## src/rtl/pupil_pkg.sv

```systemverilog
// rtl/pupil_pkg.sv - shared FSM encoding and default geometry for the pupil bounding-box locator
package pupil_pkg;

    localparam int GREY_W    = 10;
    localparam int DEF_IMG_W = 640;
    localparam int DEF_IMG_H = 480;

    typedef enum logic [1:0] {
        ST_IDLE   = 2'd0,
        ST_ACCUM  = 2'd1,
        ST_REPORT = 2'd2
    } state_t;

endpackage

```

## src/rtl/pixel_coord_counter.sv

```systemverilog
// rtl/pixel_coord_counter.sv - raster x/y counter: clear, advance per pixel, wrap at line end, stop below the frame
module pixel_coord_counter #(
    parameter int IMG_W = 640,
    parameter int IMG_H = 480,
    parameter int XW    = 10,
    parameter int YW    = 9
) (
    input  logic          iCLK,
    input  logic          iRST,
    input  logic          iCLR,
    input  logic          iINC,
    output logic [XW-1:0] oX,
    output logic [YW-1:0] oY,
    output logic          oROWOK
);

    localparam logic [XW-1:0] X_LAST = XW'(IMG_W - 1);
    // Row counter is one bit wider so it can park at IMG_H even when IMG_H is a power of two.
    localparam logic [YW:0]   Y_END  = (YW + 1)'(IMG_H);

    logic [XW-1:0] xCnt;
    logic [YW:0]   yCnt;

    // Advance column per pixel; at line end wrap column and step row until it parks at IMG_H.
    always_ff @(posedge iCLK or negedge iRST) begin
        if (!iRST) begin
            xCnt <= '0;
            yCnt <= '0;
        end else if (iCLR) begin
            xCnt <= '0;
            yCnt <= '0;
        end else if (iINC) begin
            if (xCnt == X_LAST) begin
                xCnt <= '0;
                if (yCnt != Y_END) begin
                    yCnt <= yCnt + {{YW{1'b0}}, 1'b1};
                end
            end else begin
                xCnt <= xCnt + {{(XW-1){1'b0}}, 1'b1};
            end
        end
    end

    assign oX     = xCnt;
    assign oY     = yCnt[YW-1:0];
    assign oROWOK = (yCnt < Y_END);

endmodule

```

## src/rtl/pupil_bbox_locator.sv

```systemverilog
// rtl/pupil_bbox_locator.sv - dark-pixel bounding box, centre and count per frame; PUPIL_MASK_OUT_EN adds oMASK/oMVAL
module pupil_bbox_locator
    import pupil_pkg::*;
#(
    parameter int IMG_W = DEF_IMG_W,
    parameter int IMG_H = DEF_IMG_H,
    parameter int XW    = 10,
    parameter int YW    = 9,
    parameter int CW    = 19
) (
    input  logic              iCLK,
    input  logic              iRST,
    input  logic              iFVAL,
    input  logic              iDVAL,
    input  logic [GREY_W-1:0] iDATA,
    input  logic [GREY_W-1:0] iTHRESH,
    output logic              oRVAL,
    output logic              oFOUND,
    output logic [XW-1:0]     oXMIN,
    output logic [XW-1:0]     oXMAX,
    output logic [YW-1:0]     oYMIN,
    output logic [YW-1:0]     oYMAX,
    output logic [XW-1:0]     oXC,
    output logic [YW-1:0]     oYC,
`ifdef PUPIL_MASK_OUT_EN
    output logic              oMASK,
    output logic              oMVAL,
`endif
    output logic [CW-1:0]     oCOUNT
);

    state_t              state;
    logic                fvalR, fvalPrev, dvalR;
    logic [GREY_W-1:0]   dataR, thresh;
    logic [XW-1:0]       xMin, xMax, pixX;
    logic [YW-1:0]       yMin, yMax, pixY;
    logic [CW-1:0]       count;
    logic                rowOk, dark, frameRise, cntClr, cntInc;
    logic [XW:0]         xSum;
    logic [YW:0]         ySum;

    assign frameRise = fvalR & ~fvalPrev;
    assign dark      = (dataR < thresh);
    assign cntClr    = (state == ST_IDLE) & frameRise;
    assign cntInc    = (state == ST_ACCUM) & fvalR & dvalR;
    assign xSum      = {1'b0, xMin} + {1'b0, xMax};
    assign ySum      = {1'b0, yMin} + {1'b0, yMax};

    pixel_coord_counter #(
        .IMG_W(IMG_W), .IMG_H(IMG_H), .XW(XW), .YW(YW)
    ) u_coord (
        .iCLK(iCLK), .iRST(iRST), .iCLR(cntClr), .iINC(cntInc),
        .oX(pixX), .oY(pixY), .oROWOK(rowOk)
    );

    // Input stage; frame-valid history resets high so a frame already running at reset release is not taken as a start.
    always_ff @(posedge iCLK or negedge iRST) begin
        if (!iRST) begin
            fvalR    <= 1'b1;
            fvalPrev <= 1'b1;
            dvalR    <= 1'b0;
            dataR    <= '0;
        end else begin
            fvalR    <= iFVAL;
            fvalPrev <= fvalR;
            dvalR    <= iDVAL;
            dataR    <= iDATA;
        end
    end

    // Frame FSM: arm on rise, accumulate box and count, publish results for one strobe cycle on fall.
    always_ff @(posedge iCLK or negedge iRST) begin
        if (!iRST) begin
            state  <= ST_IDLE;
            thresh <= '0;
            xMin   <= '0;
            xMax   <= '0;
            yMin   <= '0;
            yMax   <= '0;
            count  <= '0;
            oRVAL  <= 1'b0;
            oFOUND <= 1'b0;
            oXMIN  <= '0;
            oXMAX  <= '0;
            oYMIN  <= '0;
            oYMAX  <= '0;
            oXC    <= '0;
            oYC    <= '0;
            oCOUNT <= '0;
        end else begin
            oRVAL <= 1'b0;
            case (state)
                ST_IDLE: begin
                    if (frameRise) begin
                        thresh <= iTHRESH;
                        xMin   <= '1;
                        xMax   <= '0;
                        yMin   <= '1;
                        yMax   <= '0;
                        count  <= '0;
                        state  <= ST_ACCUM;
                    end
                end
                ST_ACCUM: begin
                    if (!fvalR) begin
                        state <= ST_REPORT;
                    end else if (dvalR && dark && rowOk) begin
                        if (pixX < xMin) xMin <= pixX;
                        if (pixX > xMax) xMax <= pixX;
                        if (pixY < yMin) yMin <= pixY;
                        if (pixY > yMax) yMax <= pixY;
                        if (count != '1) count <= count + CW'(1);
                    end
                end
                ST_REPORT: begin
                    oRVAL  <= 1'b1;
                    oCOUNT <= count;
                    if (count != '0) begin
                        oFOUND <= 1'b1;
                        oXMIN  <= xMin;
                        oXMAX  <= xMax;
                        oYMIN  <= yMin;
                        oYMAX  <= yMax;
                        oXC    <= xSum[XW:1];
                        oYC    <= ySum[YW:1];
                    end else begin
                        oFOUND <= 1'b0;
                        oXMIN  <= '0;
                        oXMAX  <= '0;
                        oYMIN  <= '0;
                        oYMAX  <= '0;
                        oXC    <= '0;
                        oYC    <= '0;
                    end
                    state <= ST_IDLE;
                end
                default: state <= ST_IDLE;
            endcase
        end
    end

`ifdef PUPIL_MASK_OUT_EN
    // Per-pixel dark flag for the display overlay, aligned two cycles after iDVAL.
    always_ff @(posedge iCLK or negedge iRST) begin
        if (!iRST) begin
            oMASK <= 1'b0;
            oMVAL <= 1'b0;
        end else begin
            oMASK <= dark;
            oMVAL <= dvalR && (state == ST_ACCUM);
        end
    end
`endif

endmodule

```

## config.mk

```make
export PLATFORM = sky130hd
export DESIGN_NAME = pupil_bbox_locator
export DESIGN_NICKNAME = d
export VERILOG_FILES = /design/src/rtl/pupil_pkg.sv /design/src/rtl/pixel_coord_counter.sv /design/src/rtl/pupil_bbox_locator.sv
export SDC_FILE = /design/constraint.sdc
export NUM_CORES = 1
export LEC_CHECK = 0
export CAP_MARGIN = 20
export CELL_PAD_IN_SITES_DETAIL_PLACEMENT = 0
export CELL_PAD_IN_SITES_GLOBAL_PLACEMENT = 1
export CORE_AREA = 2 2 120 181
export CTS_CLUSTER_DIAMETER = 80
export DETAILED_ROUTE_END_ITERATION = 12
export DIE_AREA = 0 0 122 183
export PLACE_DENSITY = 0.85
export SETUP_SLACK_MARGIN = 0.3
export SYNTH_ARGS = -nofsm -noshare
export SYNTH_HDL_FRONTEND = slang
export SYNTH_SLANG_ARGS = --single-unit
```

## constraint.sdc

```tcl
create_clock -name iCLK -period 2.56 [get_ports iCLK]
set_clock_uncertainty 0.1 [all_clocks]
set_input_delay 0.256 -clock iCLK [delete_from_list [all_inputs] [get_ports iCLK]]
set_output_delay 0.256 -clock iCLK [all_outputs]
set_load 0.01 [all_outputs]
```

==> out/qor.csv <==
stage,metric,value,unit
status,status,finished clean,
sta,fmax,0.4051,GHz
sta,period_share,0.9642,
critical_path,cp_max_fo,4,
layout,final_cell_mix,"dfrtp_1, nand2_1, clkdlybuf4s50_1, buf_4, a22o_1",
route,drt-pass1-iter-count,5,
logic_synthesis,synthXorXnorAreaFrac,0.01614,
die,ios,102,
power_and_ir_drop,power,8.211,mW
grt,grt-ovfl-total,0,
layout,fin_util,0.5900,
sta,tightest_slew,0.6373,ns
critical_path,r2r_cells,8,
placement,placed_cell_area,11100,sq um
grt,grt_use_total,0.2248,
logic_synthesis,synthDistinctLibCells,70,
logic_synthesis,yosys.area_share.simple,0.1412,
logic_synthesis,yosysWarnings,0,
job,maxCapViolations,0,
clocking,clkTransAtPathRegs,0.07,ns
sta,setup_viol,0,
clocking,cts_tree,done,
worst_hold_path,worstHoldPathType,in2reg,
route,met2_length,12.51,mm
sta,finalHoldViolCount,0,
route,drc,0,
layout,area_growth,32.67,%
logic_synthesis,synth_edf_count,0,
logic_synthesis,synth.avg_cell_area,10.13,sq um
power_and_ir_drop,ir_drop,0.4744,mV
placement,dp_hpwl,16.89,mm
die,die-height,183,microns
route,first_iter_violations,337,
placement,portBuffers,101,
clocking,cts_buffers,17,
die,start_util,0.4447,
power_and_ir_drop,p_leak,5.741,nW
placement,routabilityCongestion,0.8570,
power_and_ir_drop,p_per_area,671.1,nW/um^2
grt,grt_max_degree,82,
logic_synthesis,syn_area,9223,sq um
route,postRouteAntennaNets,0,
critical_path,arrival,2.69,ns
route,post_drt_via_cell_ratio,5.567,
logic_synthesis,yosysSeqAreaShare,0.4887,
sta,hold_ws,0.1410,ns
layout,nNetsFinal,1186,
logic_synthesis,synth_top_family_by_area,compound AO/OA/AOI/OAI gates,
sta,fin_crit,2.468,ns
logic_synthesis,synthFlopType,dfrtp_1,
logic_synthesis,muxShareOfSynthArea,0.009768,
clocking,clk_latency,0.45,ns
route,vias,7649,
die,core_area,20740,sq um
critical_path,endpoint_kind,register,
route,routed.top_layer,met4,
logic_synthesis,syn_nets,1003,
critical_path,crit_type,reg2reg,
die,num_rows,65,
clocking,cts_root_buf,clkbuf_16,
sta,finalWorstSetupSlack,0.09173,ns
critical_path,required,2.79,ns
clocking,htreeDepth,4,
route,wire_per_inst,17.40,microns
layout,antenna_cells,0,
grt,grt_pass1_wl,39.29,mm
sta,drv_slew,0,
layout,fillers,1754,
die,die_w,122,microns
logic_synthesis,synthArstFlopShare,1.000,
sta,relSlewSlack,0.5751,
clocking,clock_sinks,180,
route,route.met3.wl,801,microns
sta,rsz0062_at_grt,true,
die,die_area,22330,sq um
grt,grt_pass1_vias,7781,
logic_synthesis,synthCells,910,
grt,antenna_found_initial,0,
layout,drive_gt1_frac,0.1926,
layout,final_common_cell,dfrtp_1,
critical_path,start_kind,register,
logic_synthesis,synth_compound_area_frac,0.2036,
route,m1WireLength,9.874,mm
worst_hold_path,whs_path_depth,1,
placement,place_ws,-0.1111,ns
logic_synthesis,synth-seq-cells,180,
route,wl,23.91,mm
logic_synthesis,synth_adder_area_share,0.09524,
clocking,clk_path_buf_depth,2,
layout,design_area,12240,sq um
cells by family (layout without fill, tap and decap cells):
logic type	count (synthesis)	count (layout)
fa+ha+maj	69	69
compound gates	266	266
xor+xnor	17	17
buf+inv	103	298
flops	180	180
simple gates	266	267
mux	9	9
synth_stat cells (3+ instances only):
| library cell | n | area share |
|---|---|---|
| nand3_1 | 16 | 0.0087 |
| xnor2_1 | 8 | 0.0076 |
| and2_1 | 6 | 0.0041 |
| o21ai_0 | 73 | 0.040 |
| clkbuf_1 | 33 | 0.013 |
| and3_1 | 13 | 0.0088 |
| nor3_1 | 19 | 0.010 |
| a21oi_1 | 25 | 0.014 |
| a31oi_1 | 8 | 0.0054 |
| o2111ai_1 | 3 | 0.0028 |
| o32a_1 | 9 | 0.0098 |
| nand2_1 | 108 | 0.044 |
| o31a_1 | 3 | 0.0028 |
| a22o_1 | 70 | 0.066 |
| ha_1 | 67 | 0.091 |
| and4_1 | 4 | 0.0038 |
| o31ai_1 | 12 | 0.0098 |
| mux2i_1 | 9 | 0.0098 |
| nor2b_1 | 4 | 0.0027 |
| o22ai_1 | 10 | 0.0068 |
| o41ai_1 | 3 | 0.0028 |
| a211oi_1 | 8 | 0.0065 |
| o21a_1 | 7 | 0.0057 |
| inv_1 | 60 | 0.024 |
| dfrtp_1 | 178 | 0.48 |
| nor2_1 | 42 | 0.017 |
| nand2b_1 | 11 | 0.0075 |
| nand4_1 | 13 | 0.0088 |
| o21ai_1 | 3 | 0.0016 |
| a2111oi_0 | 3 | 0.0028 |
| or2_2 | 3 | 0.0020 |
| buf_2 | 5 | 0.0027 |
| or3_1 | 9 | 0.0061 |
| nor4_1 | 3 | 0.0020 |
| xor2_1 | 9 | 0.0085 |
| a21o_1 | 8 | 0.0065 |
what timing repair did:
item,CTS,global route
setup buffers,6,11
endpoints found under the hold margin,60,0
pin swaps,22,24
gates cloned,2,2
hold buffers,1,0
endpoints found under the setup margin,96,107
resized for setup,36,65
power by group:
| part | switching (mW) | leakage (nW) | total (mW) | internal (mW) |
|---|---|---|---|---|
| clock network | 1.21 | 0.295 | 2.71 | 1.50 |
| registers | 0.231 | 2.36 | 3.38 | 3.15 |
| logic | 1.04 | 3.09 | 2.12 | 1.08 |
| total | 2.48 | 5.74 | 8.21 | 5.73 |
area by class of cell:
cell class              count  area (sq um)  share of cell area
clock buffers              19         442.9             0.03620
clock inverters            13         162.7             0.01329
inverters                  61         229.0             0.01871
multi-input cells         628          4631              0.3785
flip-flops and latches    180          4516              0.3691
well taps                 268         335.3             0.02741
repair buffers            205          1919              0.1569
through the flow:
stage,setup TNS (ns),std cells
3_5_place_dp,-1.717,1320
5_1_grt,0,1374
2_1_floorplan,0,910
3_3_place_gp,-0.8461,1320
6_report,0,1374
4_1_cts,0,1361
worst max-delay path, stage by stage (launching register included):
cell      delay (ns)
dfrtp_1         0.40
ha_4            0.31
o211ai_1        0.09
or3_4           0.40
o2111a_1        0.28
or2_4           0.25
and3_4          0.18
buf_6           0.12
a22o_2          0.22
final timing paths:
check	startpoint	endpoint	slack [ns]
max	dataR[5]$_DFF_PN0_	xMax[3]$_DFFE_PN0P_	0.09
min in group asynchronous	iRST	dataR[0]$_DFF_PN0_	0.28
min	iFVAL	fvalR$_DFF_PN1_	0.14
min reg2reg	fvalR$_DFF_PN1_	fvalPrev$_DFF_PN1_	0.31
max reg2reg	dataR[5]$_DFF_PN0_	xMax[3]$_DFFE_PN0P_	0.09
max in group asynchronous	iRST	fvalR$_DFF_PN1_	1.36
routing by layer:
metal | GRT usage | vias to the layer above
met2 | 0.3893 | 163
met4 | 0.1007 | 0
met5 | 0 | -
met3 | 0.04136 | 45
met1 | 0.2696 | 3751
li1 | - | 3690
sequential cells by signal (all words and copies together) (netlist names), 10 cells and up:
register      flops
xMax             10
count            19
dataR            10
oCOUNT           19
u_coord.oX       10
thresh           10
oXMAX            10
xMin             10
u_coord.yCnt     10
oXMIN            10
oXC              10
(Power assumes the default switching activity.)
